$ cat src/rtl/pipe_pkg.sv
// Shared pipeline-stage definitions: control-bundle field layout, per-boundary
// data widths and the MAIN entry update selector used by pipe_stage_buf.
package pipe_pkg;

   localparam int unsigned CTRL_W_DEF   = 8;

   // Control-bundle field offsets (bit positions inside ctrl)
   localparam int unsigned CTRL_WREG    = 0;
   localparam int unsigned CTRL_WMEM    = 1;
   localparam int unsigned CTRL_M2REG   = 2;
   localparam int unsigned CTRL_M2REG_W = 2;
   localparam int unsigned CTRL_MFHI    = 4;
   localparam int unsigned CTRL_MFLO    = 5;
   localparam int unsigned CTRL_RN      = 6;
   localparam int unsigned CTRL_RN_W    = 2;

   // Data-bundle widths per stage boundary
   localparam int unsigned IF_ID_DATA_W  = 64;
   localparam int unsigned ID_EX_DATA_W  = 96;
   localparam int unsigned EX_MEM_DATA_W = 64;
   localparam int unsigned MEM_WB_DATA_W = 64;

   typedef enum logic [1:0] {
      MAIN_HOLD,
      MAIN_FROM_IN,
      MAIN_FROM_SKID,
      MAIN_CLEAR
   } main_op_e;

endpackage

$ cat src/rtl/pipe_entry_reg.sv
// One pipeline holding entry: valid + ctrl + data with load, clear and async reset.
// An invalid entry always holds ctrl = 0 so a bubble propagates as a NOP.
module pipe_entry_reg #(
   parameter int unsigned CTRL_W     = 8,
   parameter int unsigned DATA_W     = 64,
   parameter int unsigned CLEAR_DATA = 0
) (
   input  logic              clk,
   input  logic              clrn,
   input  logic              load,
   input  logic              clear,
   input  logic [CTRL_W-1:0] d_ctrl,
   input  logic [DATA_W-1:0] d_data,
   output logic              valid,
   output logic [CTRL_W-1:0] ctrl,
   output logic [DATA_W-1:0] data
);

   logic              valid_q, valid_d;
   logic [CTRL_W-1:0] ctrl_q, ctrl_d;
   logic [DATA_W-1:0] data_q, data_d;

   always_comb begin
      valid_d = valid_q;
      ctrl_d  = ctrl_q;
      data_d  = data_q;
      if (clear) begin
         valid_d = 1'b0;
         ctrl_d  = '0;
         if (CLEAR_DATA != 0) data_d = '0;
      end else if (load) begin
         valid_d = 1'b1;
         ctrl_d  = d_ctrl;
         data_d  = d_data;
      end
   end

   always_ff @(posedge clk or posedge clrn) begin
      if (clrn) begin
         valid_q <= 1'b0;
         ctrl_q  <= '0;
         data_q  <= '0;
      end else begin
         valid_q <= valid_d;
         ctrl_q  <= ctrl_d;
         data_q  <= data_d;
      end
   end

   assign valid = valid_q;
   assign ctrl  = ctrl_q;
   assign data  = data_q;

endmodule

$ cat src/rtl/pipe_stage_buf.sv
// Elastic pipeline-stage register with valid/ready handshake, synchronous flush
// and optional 2-entry skid buffer giving a registered in_ready.
module pipe_stage_buf
   import pipe_pkg::*;
#(
   parameter int unsigned DATA_W     = EX_MEM_DATA_W,
   parameter int unsigned CTRL_W     = CTRL_W_DEF,
   parameter int unsigned SKID       = 1,
   parameter int unsigned CLEAR_DATA = 0
) (
   input  logic              clk,
   input  logic              clrn,
   input  logic              flush,
   input  logic              in_valid,
   output logic              in_ready,
   input  logic [CTRL_W-1:0] in_ctrl,
   input  logic [DATA_W-1:0] in_data,
   output logic              out_valid,
   input  logic              out_ready,
   output logic [CTRL_W-1:0] out_ctrl,
   output logic [DATA_W-1:0] out_data,
   output logic [1:0]        occupancy
);

   logic              main_v, skid_v;
   logic [CTRL_W-1:0] main_ctrl, skid_ctrl, main_ld_ctrl;
   logic [DATA_W-1:0] main_data, skid_data, main_ld_data;
   logic              accept, emit;
   logic              skid_load, skid_clear;
   main_op_e          main_op;

   // One decision tree serves both modes: with SKID=0 an accept always finds
   // MAIN free or emitting, so the skid-load branch is never taken.
   always_comb begin
      accept     = in_valid && in_ready;
      emit       = main_v && out_ready;
      main_op    = MAIN_HOLD;
      skid_load  = 1'b0;
      skid_clear = 1'b0;
      if (flush) begin
         main_op    = MAIN_CLEAR;
         skid_clear = 1'b1;
      end else if (emit && skid_v) begin
         main_op    = MAIN_FROM_SKID;
         skid_clear = 1'b1;
      end else if (accept && (!main_v || out_ready)) begin
         main_op    = MAIN_FROM_IN;
      end else if (accept) begin
         skid_load  = 1'b1;
      end else if (emit) begin
         main_op    = MAIN_CLEAR;
      end
   end

   assign main_ld_ctrl = (main_op == MAIN_FROM_SKID) ? skid_ctrl : in_ctrl;
   assign main_ld_data = (main_op == MAIN_FROM_SKID) ? skid_data : in_data;

   pipe_entry_reg #(
      .CTRL_W     (CTRL_W),
      .DATA_W     (DATA_W),
      .CLEAR_DATA (CLEAR_DATA)
   ) u_main (
      .clk    (clk),
      .clrn   (clrn),
      .load   ((main_op == MAIN_FROM_IN) || (main_op == MAIN_FROM_SKID)),
      .clear  (main_op == MAIN_CLEAR),
      .d_ctrl (main_ld_ctrl),
      .d_data (main_ld_data),
      .valid  (main_v),
      .ctrl   (main_ctrl),
      .data   (main_data)
   );

   generate
      if (SKID != 0) begin : g_skid
         pipe_entry_reg #(
            .CTRL_W     (CTRL_W),
            .DATA_W     (DATA_W),
            .CLEAR_DATA (CLEAR_DATA)
         ) u_skid (
            .clk    (clk),
            .clrn   (clrn),
            .load   (skid_load),
            .clear  (skid_clear),
            .d_ctrl (in_ctrl),
            .d_data (in_data),
            .valid  (skid_v),
            .ctrl   (skid_ctrl),
            .data   (skid_data)
         );
         assign in_ready = !skid_v;
      end else begin : g_noskid
         assign skid_v    = 1'b0;
         assign skid_ctrl = '0;
         assign skid_data = '0;
         assign in_ready  = !main_v || out_ready;
      end
   endgenerate

   assign out_valid = main_v;
   assign out_ctrl  = main_ctrl;
   assign out_data  = main_data;
   assign occupancy = {1'b0, main_v} + {1'b0, skid_v};

endmodule

$ cat config.mk
export PLATFORM = sky130hd
export DESIGN_NAME = pipe_stage_buf
export DESIGN_NICKNAME = d
export VERILOG_FILES = /design/src/rtl/pipe_pkg.sv /design/src/rtl/pipe_entry_reg.sv /design/src/rtl/pipe_stage_buf.sv
export SDC_FILE = /design/constraint.sdc
export NUM_CORES = 1
export LEC_CHECK = 0
export BUFFER_PORTS_ARGS = -buffer_cell sky130_fd_sc_hd__clkbuf_2
export CELL_PAD_IN_SITES_DETAIL_PLACEMENT = 0
export CELL_PAD_IN_SITES_GLOBAL_PLACEMENT = 1
export CORE_UTILIZATION = 43
export DETAILED_ROUTE_END_ITERATION = 7
export GPL_ROUTABILITY_DRIVEN = 0
export PLACE_DENSITY = 0.86
export SETUP_SLACK_MARGIN = 0.2
export SYNTH_ARGS = -nofsm -noshare
export SYNTH_HDL_FRONTEND = slang
export SYNTH_SLANG_ARGS = --single-unit
$ cat constraint.sdc
create_clock -name clk -period 6.3 [get_ports clk]
set_input_delay 0.63 -clock clk [delete_from_list [all_inputs] [get_ports clk]]
set_output_delay 0.63 -clock clk [all_outputs]
set_load 0.02 [all_outputs]
==> out/results.ini, run 1 <==
[clock_network]
cts_buffer_depth=2
cts.sinks=146
htreeDepth=4
cts_buffers=17
ctsHoldBuffers=0
cts_setup_buffers=0
clock_latency_ps=410
root_buffer=clkbuf_16
ctsResizeCount=0
clk_pin_slew_ps=60
cts_tree=yes

[timing]
max_freq_mhz=341
finalCritPeriodShare_pct=46.6
finalSetupTns_ps=0
rsz0062_at_grt=no
whs_ps=277
setup_viol=0
slew_violations=0
worstMarginPinSlew_ps=1240
final_hold_viol_count=0
fin_crit_ps=2930
final.setup_skew_ps=6.03
slew_headroom_pct=17.5

[drt]
vias_per_cell=5.14
drc_errors=18
dr.pass1.iters=6
wl_um=13400
ant_nets=0
first_iter_violations=290
vias=4240
wl_per_cell_um=16.3

[layout]
antenna_cells=0
area_growth_pct=20.3
seq_area_um2=3650
multi_input_area_um2=2580
final_util_pct=53.2
nFillCells=1279
drive_gt1_share_pct=39.5
nets=713
final_area_um2=7790

[worst_setup_path]
cp.arrival_ps=3170
r2r-start=u_main.valid$_DFFE_PP0P_
slowest_delay_ps=670
path_max_fanout=38
crit_path_start=u_main.valid$_DFFE_PP0P_
cp.required_ps=6540
crit_chain=mux2i_1 -> nor2_1 -> nor2_1 -> ha_4 -> buf_4 -> mux2i_1 -> a21oi_1
crit_type=reg2reg
startpoint_type=flip-flop
crit_path_end_kind=flip-flop
slowest_stage=buf_4

[floorplanning]
die_w_um=125
fp.dieH_um=125
start_util_pct=44.2
coreArea_um2=14600
dieArea_um2=15600
row_count=44
boundaryPins=153

[global_routing]
grt_max_degree=129
antenna_found_initial=0
grt_pass1_wl_um=22300
grt_pass1_vias=4408
grtUsageTotal_pct=18.3
grt.overflow.total=0

[outcome]
violations=design-rule violations
status=finished, violations left

[placed_design]
numPortBuffers=152
place_area_um2=7270
hpwl_um=8700

[power]
ir_drop_mv=0.205
pwr_density_cell_nw_per_um2=404
leakagePower_uw=0.00364
finalPower_uw=3150

[synthesis]
synth_top_area_cell=dfrtp_1
ys_seq_elements=146
synth_edf_count=0
ys_seq_area_share_pct=56.4
netlist_top_cells_count=146 x dfrtp_1, 74 x mux2i_1, 66 x nor2_1, 65 x a21oi_1, 62 x mux2_4
synth_area_per_cell_um2=13.2
syn_nets=571
post-synth-top-count-cell=dfrtp_1
synth_area_um2=6480
synth_top_area_share_pct=56.4
synth_ff_type=dfrtp_1
syn-instance-count=489
synthTopCellsByArea=dfrtp_1 56%, mux2_4 14%, mux2i_1 11%, a21oi_1 5.0%, nor2_1 3.8%
synth-async-reset-ratio_pct=100
yosysUniqueCellTypes=24
synth_warnings=0

[run]
maxCapViolations=0

[min_path]
hold_class=in2async

sequential cells by signal (all words and copies together), names as in the netlist:
signal               flops
g_skid.u_skid.data      64
g_skid.u_skid.ctrl       8
u_main.ctrl              8
u_main.valid             1
g_skid.u_skid.valid      1
u_main.data             64
metrics by stage:
| step | setup WS, ps | std cells |
|---|---|---|
| 5_1_grt | 3100 | 825 |
| 2_1_floorplan | 1750 | 489 |
| 3_5_place_dp | 3190 | 796 |
| 6_report | 3370 | 825 |
| 3_3_place_gp | 3240 | 796 |
| 4_1_cts | 3350 | 825 |
cell usage in the layout (no fill, tap or decap):
cell / netlist / final
ha_4: 0 / 2
nor2b_4: 1 / 1
a22o_1: 8 / 8
inv_1: 3 / 2
ha_1: 5 / 3
clkinv_2: 0 / 3
clkbuf_8: 0 / 4
nor2_1: 66 / 66
buf_4: 2 / 4
clkbuf_16: 0 / 17
or2_2: 2 / 2
dfrtp_1: 146 / 146
clkbuf_1: 14 / 3
a211oi_1: 1 / 1
a31o_2: 1 / 1
a311oi_2: 1 / 1
a21oi_1: 65 / 65
nand2_1: 9 / 9
mux2_4: 62 / 62
clkbuf_2: 0 / 152
mux2i_1: 74 / 74
and4bb_4: 1 / 1
o21ai_0: 8 / 8
clkinvlp_4: 0 / 2
a31oi_1: 1 / 1
mux2_1: 2 / 2
inv_6: 0 / 1
final timing paths:
| kind | endpoint | slack (ps) | cells after the start |
|---|---|---|---|
| hold / removal | u_main.data[42]$_DFFE_PP0P_ | 280 | 2 |
| max in group asynchronous | g_skid.u_skid.data[40]$_DFFE_PP0P_ | 4560 | 3 |
| setup / recovery | u_main.data[5]$_DFFE_PP0P_ | 3370 | 7 |
| min in group clk | g_skid.u_skid.data[62]$_DFFE_PP0P_ | 450 | 2 |
| setup reg to reg | u_main.data[5]$_DFFE_PP0P_ | 3370 | 7 |
| hold reg to reg | u_main.ctrl[4]$_DFFE_PP0P_ | 480 | 2 |
report_power, final:
group          internal (uW)  leakage [uW]  switching (uW)  total, uW
logic                    401       0.00166             463        864
clock network            536      0.000254             363        899
registers               1220       0.00173             168       1380
per-layer routing:
layer,track usage (%),vias to the layer above,part of all wire (%)
li1,-,1989,-
met1,24.3,2122,46
met2,28.3,115,48
met3,5.46,14,5.5
met4,6.83,0,1.4
met5,0,-,0
logic make-up after synthesis:
logic type | Yosys count | synth area share, %
adders and majority gates | 5 | 0.966
DFF | 146 | 56.4
muxes | 138 | 26.1
buffers and inverters | 36 | 4.19
AOI/OAI and AO/OA | 85 | 7.30
and+or+nand+nor | 79 | 5.00
worst max-delay path: cells and delay by family, from the launching register on:
family,cells,cell delay (ps)
multiplexers,2,520
AND/OR/NAND/NOR,2,320
buffers and inverters,1,670
flip-flops,1,530
adder cells (fa/ha/maj),1,580
AO/OA/AOI/OAI,1,90
area by class of cell:
| cell class | count | area share [%] |
|---|---|---|
| clock inverters | 5 | 0.385 |
| repair buffers | 156 | 10.1 |
| multi-input cells | 307 | 33.1 |
| clock buffers | 24 | 6.31 |
| well taps | 184 | 2.95 |
| inverters | 3 | 0.209 |
| flip-flops and latches | 146 | 46.9 |
No activity file was read; power rests on OpenSTA's default activity.
==> run 2: changes to the inputs <==
CORE_UTILIZATION = 39   (was 43)
PLACE_DENSITY = 0.82   (was 0.86)
clock period = 2.4 ns   (was 6.3 ns; I/O delays follow)
==> out/results.ini, run 2 (same netlist as run 1, synthesis figures left out) <==
[clock_network]
ctsHoldBuffers=0
cts_buffer_depth=2
htreeDepth=4
cts_buffers=17
root_buffer=clkbuf_16
cts_tree=yes
clk_pin_slew_ps=60
cts.sinks=146
clock_latency_ps=410

[floorplanning]
fp.dieH_um=131
die_w_um=131
row_count=46
dieArea_um2=17100
start_util_pct=40.3
coreArea_um2=16100
boundaryPins=153

[global_routing]
grt_pass1_wl_um=22400
grt.overflow.total=0
grtUsageTotal_pct=17.0
grt_pass1_vias=4391
grt_max_degree=147
antenna_found_initial=0

[worst_setup_path]
startpoint_type=flip-flop
crit_top_cell=nor2_1
cp.arrival_ps=2330
crit_path_end_kind=flip-flop
cp_num_buf_inv=1
slowest_stage=dfrtp_2
path_max_fanout=49
slowest_delay_ps=460
crit_chain=mux2i_1 -> nor2_1 -> or2_2 -> ha_4 -> buf_12 -> nor2_1 -> a21oi_1
r2r_setup_slack_ps=400
cp_top_family=flip-flops
cp.required_ps=2730
crit_type=reg2reg

[timing]
rsz0062_at_grt=no
setup_viol=0
finalSetupTns_ps=0
finalCritPeriodShare_pct=83.5
fin_crit_ps=2000
worstMarginPinSlew_ps=785
max_freq_mhz=499
final.setup_skew_ps=4.56
slew_violations=0
final_hold_viol_count=0
slew_headroom_pct=47.7

[drt]
vias_per_cell=4.81
first_iter_violations=223
wl_per_cell_um=15.9
drc_errors=0
dr.pass1.iters=4
vias=4165
ant_nets=0
wl_um=13800

[layout]
nFillCells=1428
drive_gt1_share_pct=40.8
nets=719
area_growth_pct=24.6
layout_common_cells=152 x clkbuf_2, 145 x dfrtp_1, 74 x mux2i_1
final_common_cell=clkbuf_2
antenna_cells=0
final_util_pct=50.3

[run]
maxCapViolations=0

[placed_design]
numPortBuffers=152
hpwl_um=9270

[min_path]
hold_class=in2async

[power]
leakagePower_uw=0.00373
pwr_density_cell_nw_per_um2=1080
ir_drop_mv=0.466

[outcome]
status=complete, no violations

-- run 2: cell count changes in the layout (fill, tap and decap cells not counted), moves of 2 or more --
cell        previous run  this run
buf_12                 0         8
buf_4                  4         2
clkinvlp_4             2         4
clkbuf_8               4         0
bufinv_16              0         4
-- run 2: worst paths after layout --
check | cells after the start | from | endpoint
hold reg to reg | 2 | u_main.ctrl[5]$_DFFE_PP0P_ | u_main.ctrl[5]$_DFFE_PP0P_
setup reg to reg | 7 | u_main.valid$_DFFE_PP0P_ | u_main.data[5]$_DFFE_PP0P_
setup / recovery | 7 | u_main.valid$_DFFE_PP0P_ | u_main.data[5]$_DFFE_PP0P_
hold / removal | 3 | clrn | u_main.data[28]$_DFFE_PP0P_
min in group clk | 2 | in_data[62] | g_skid.u_skid.data[62]$_DFFE_PP0P_
max in group asynchronous | 3 | clrn | u_main.valid$_DFFE_PP0P_
-- run 2: metal layers --
metal | up-vias | GRT usage, % | wire length [um]
met2 | 98 | 27.5 | 6780
met4 | 0 | 5.75 | 186
met5 | - | 0 | 0
met3 | 14 | 4.97 | 640
met1 | 2052 | 21.7 | 6190
li1 | 2001 | - | -
-- run 2: where the power goes --
part	total, uW	switching, uW	internal (uW)
combinational	2340	1240	1100
clock	2770	1030	1740
sequential	3630	439	3190
-- run 2: repair_timing --
item	CTS	global route
gates resized for setup	0	2
setup endpoints to repair	0	31
hold endpoints to repair	0	0
buffers inserted	0	0
-- run 2: worst register-to-register path, cell delays in order (launching register included) --
cell,delay [ps]
dfrtp_2,460
mux2i_1,200
nor2_1,70
or2_2,310
ha_4,400
buf_12,250
nor2_1,100
a21oi_1,130
-- run 2: layout make-up --
type,count,area [um2],share of cell area (%)
flip-flops and latches,146,3650,45.3
multi-input cells,307,2580,32.0
repair buffers,162,936,11.6
clock buffers,19,433,5.36
well taps,216,270,3.35
clock inverters,13,184,2.28
inverters,3,15.0,0.186
-- run 2: per-stage QoR --
| stage | worst slack, ps | instances | total power [uW] | hold slack [ps] | area, um2 |
|---|---|---|---|---|---|
| after floorplan | 200 | 489 | 5220 | 312 | 6490 |
| after global placement | 378 | 834 | 5920 | 469 | 7450 |
| after detailed placement | 287 | 834 | 6020 | 479 | 7450 |
| after CTS | 292 | 866 | 8850 | 47.9 | 8070 |
| after global routing | 244 | 866 | 9210 | 51.1 | 8070 |
| final | 396 | 866 | 8750 | 30.9 | 8070 |
==> run 3: changes to the inputs <==
clock period = 1.65 ns   (was 2.4 ns; I/O delays follow)
==> out/results.ini, run 3 (same netlist as run 1, synthesis figures left out) <==
[outcome]
status=finished, violations left
violations=negative setup slack

[floorplanning]
boundaryPins=153
die_w_um=131
coreArea_um2=16100
dieArea_um2=17100
start_util_pct=40.3
row_count=46
fp.dieH_um=131

[worst_setup_path]
worstRegToRegCells=9
crit_type=reg2reg
r2r-start=u_main.valid$_DFFE_PP0P_
r2r_end=u_main.data[1]$_DFFE_PP0P_
crit_path_end_kind=flip-flop
cp.arrival_ps=2170
r2r_setup_slack_ps=-210
cp.required_ps=1950
startpoint_type=flip-flop
path_max_fanout=4

[clock_network]
cts.sinks=146
clock_latency_ps=420
cts_tree=yes
cts_buffers=17
root_buffer=clkbuf_16
clk_pin_slew_ps=60
htreeDepth=4
cts_buffer_depth=2

[power]
ir_drop_mv=0.787
pwr-share-seq_pct=39.2
pwr-share-comb_pct=35.3
leakagePower_uw=0.00457
p_int_uw=9200
clock_power_share_pct=25.5
swShare_pct=33.4
pwr_density_cell_nw_per_um2=1340
p_sw_uw=4600

[timing]
worstMarginPinSlew_ps=413
fin_crit_ps=1860
slew_headroom_pct=72.4
setup_viol=135
final.setup_skew_ps=5.74
max_freq_mhz=537
final_hold_viol_count=0
finalCritPeriodShare_pct=113
setup_ws_ps=-211
rsz0062_at_grt=yes
whs_ps=18.3
slew_violations=0

[layout]
drive_gt1_share_pct=54.3
final_area_um2=10300
nFillCells=1147
antenna_cells=0
final_common_cell=clkbuf_2
area_growth_pct=59.2
nets=843
layout_common_cells=150 x clkbuf_2, 145 x dfrtp_1, 65 x dlygate4sd3_1

[min_path]
hold_start=in_data[25]
hold_depth=2
hold_class=in2reg
min_to=g_skid.u_skid.data[25]$_DFFE_PP0P_

[placed_design]
numPortBuffers=152
hpwl_um=9870
place_area_um2=7650

[global_routing]
met3_usage_pct=5.05
gr-max-usage-layer=met2
grt.overflow.total=0
grt_pass1_wl_um=26900
antenna_found_initial=0
use_met1_pct=25.2
grt_max_degree=53
grt_pass1_vias=5209
grtUsageTotal_pct=20.9
grt_use_met2_pct=36.8

[run]
maxCapViolations=0

[drt]
drc_errors=0
vias_per_cell=4.98
wl_per_cell_um=18.7
first_iter_violations=177
vias=4923
dr.pass1.iters=5
wl_um=18500
ant_nets=0

[run 3: changes by cell type in the layout (fill, tap and decap cells not counted), sizes merged]
cell,change
dlygate4sd3,+65
buf,+49
clkbuf,+12
bufinv,-4
clkinv,+3
inv,-2
[run 3: worst max-delay path by stage]
stage                                                from                                 end  slack, ps  cells past startpoint
after global placement    g_skid.u_skid.valid$_DFFE_PP0P_  g_skid.u_skid.data[44]$_DFFE_PP0P_        -70                      4
final                            u_main.valid$_DFFE_PP0P_          u_main.data[1]$_DFFE_PP0P_       -210                      9
after detailed placement  g_skid.u_skid.valid$_DFFE_PP0P_          u_main.data[7]$_DFFE_PP0P_       -130                      7
after floorplan                                      clrn            u_main.valid$_DFFE_PP0P_       -510                      1
after global routing             u_main.valid$_DFFE_PP0P_          u_main.data[1]$_DFFE_PP0P_       -270                      9
after CTS                        u_main.valid$_DFFE_PP0P_          u_main.data[7]$_DFFE_PP0P_       -170                      8
[run 3: what timing repair did]
action	in CTS	in global routing
pin swaps	6	11
endpoints found under the setup margin	148	148
resized for setup	67	86
endpoints found under the hold margin	76	0
buffers inserted	16	2
gates cloned	12	13
hold buffers	65	0
[run 3: power groups by stage]
stage	sequential, uW	clock (uW)	combinational, uW
finish	5410	3520	4870
global route	5540	3740	5170
CTS	5290	3580	4310
detailed placement	5300	0	3590
global placement	5260	0	3470
floorplan	5800	0	2000
[run 3: layout make-up]
| class | instances | area, um2 | share of cell area, % |
|---|---|---|---|
| repair buffers | 286 | 2710 | 26.3 |
| flip-flops and latches | 146 | 3650 | 35.4 |
| clock inverters | 10 | 61.3 | 0.594 |
| clock buffers | 21 | 470 | 4.56 |
| inverters | 3 | 15.0 | 0.146 |
| well taps | 216 | 270 | 2.62 |
| multi-input cells | 307 | 3130 | 30.3 |
[run 3: metrics by stage]
step / util (%) / total power, uW / setup WS [ps] / setup TNS [ps] / cells
2_1_floorplan: - / 7800 / -506 / -64490 / 489
3_3_place_gp: 47.7 / 8730 / -68.0 / -4080 / 850
3_5_place_dp: 47.7 / 8890 / -127 / -9690 / 850
4_1_cts: 59.5 / 13200 / -166 / -13390 / 974
5_1_grt: 64.2 / 14400 / -272 / -24000 / 989
6_report: 64.2 / 13800 / -211 / -15120 / 989
[run 3: worst max-delay path: stages, from the launching register on]
cell     delay [ps]
dfrtp_2         410
mux2i_1         160
nor2_1           90
nor2_2          180
ha_4            200
buf_12          120
buf_12          120
buf_16          120
mux2i_2         240
a21oi_2          90
[run 3: metal layers]
metal | up-vias | wire length, um
met5 | - | 0
met4 | 0 | 259
met3 | 20 | 683
met2 | 125 | 9890
met1 | 2528 | 7690
li1 | 2250 | -
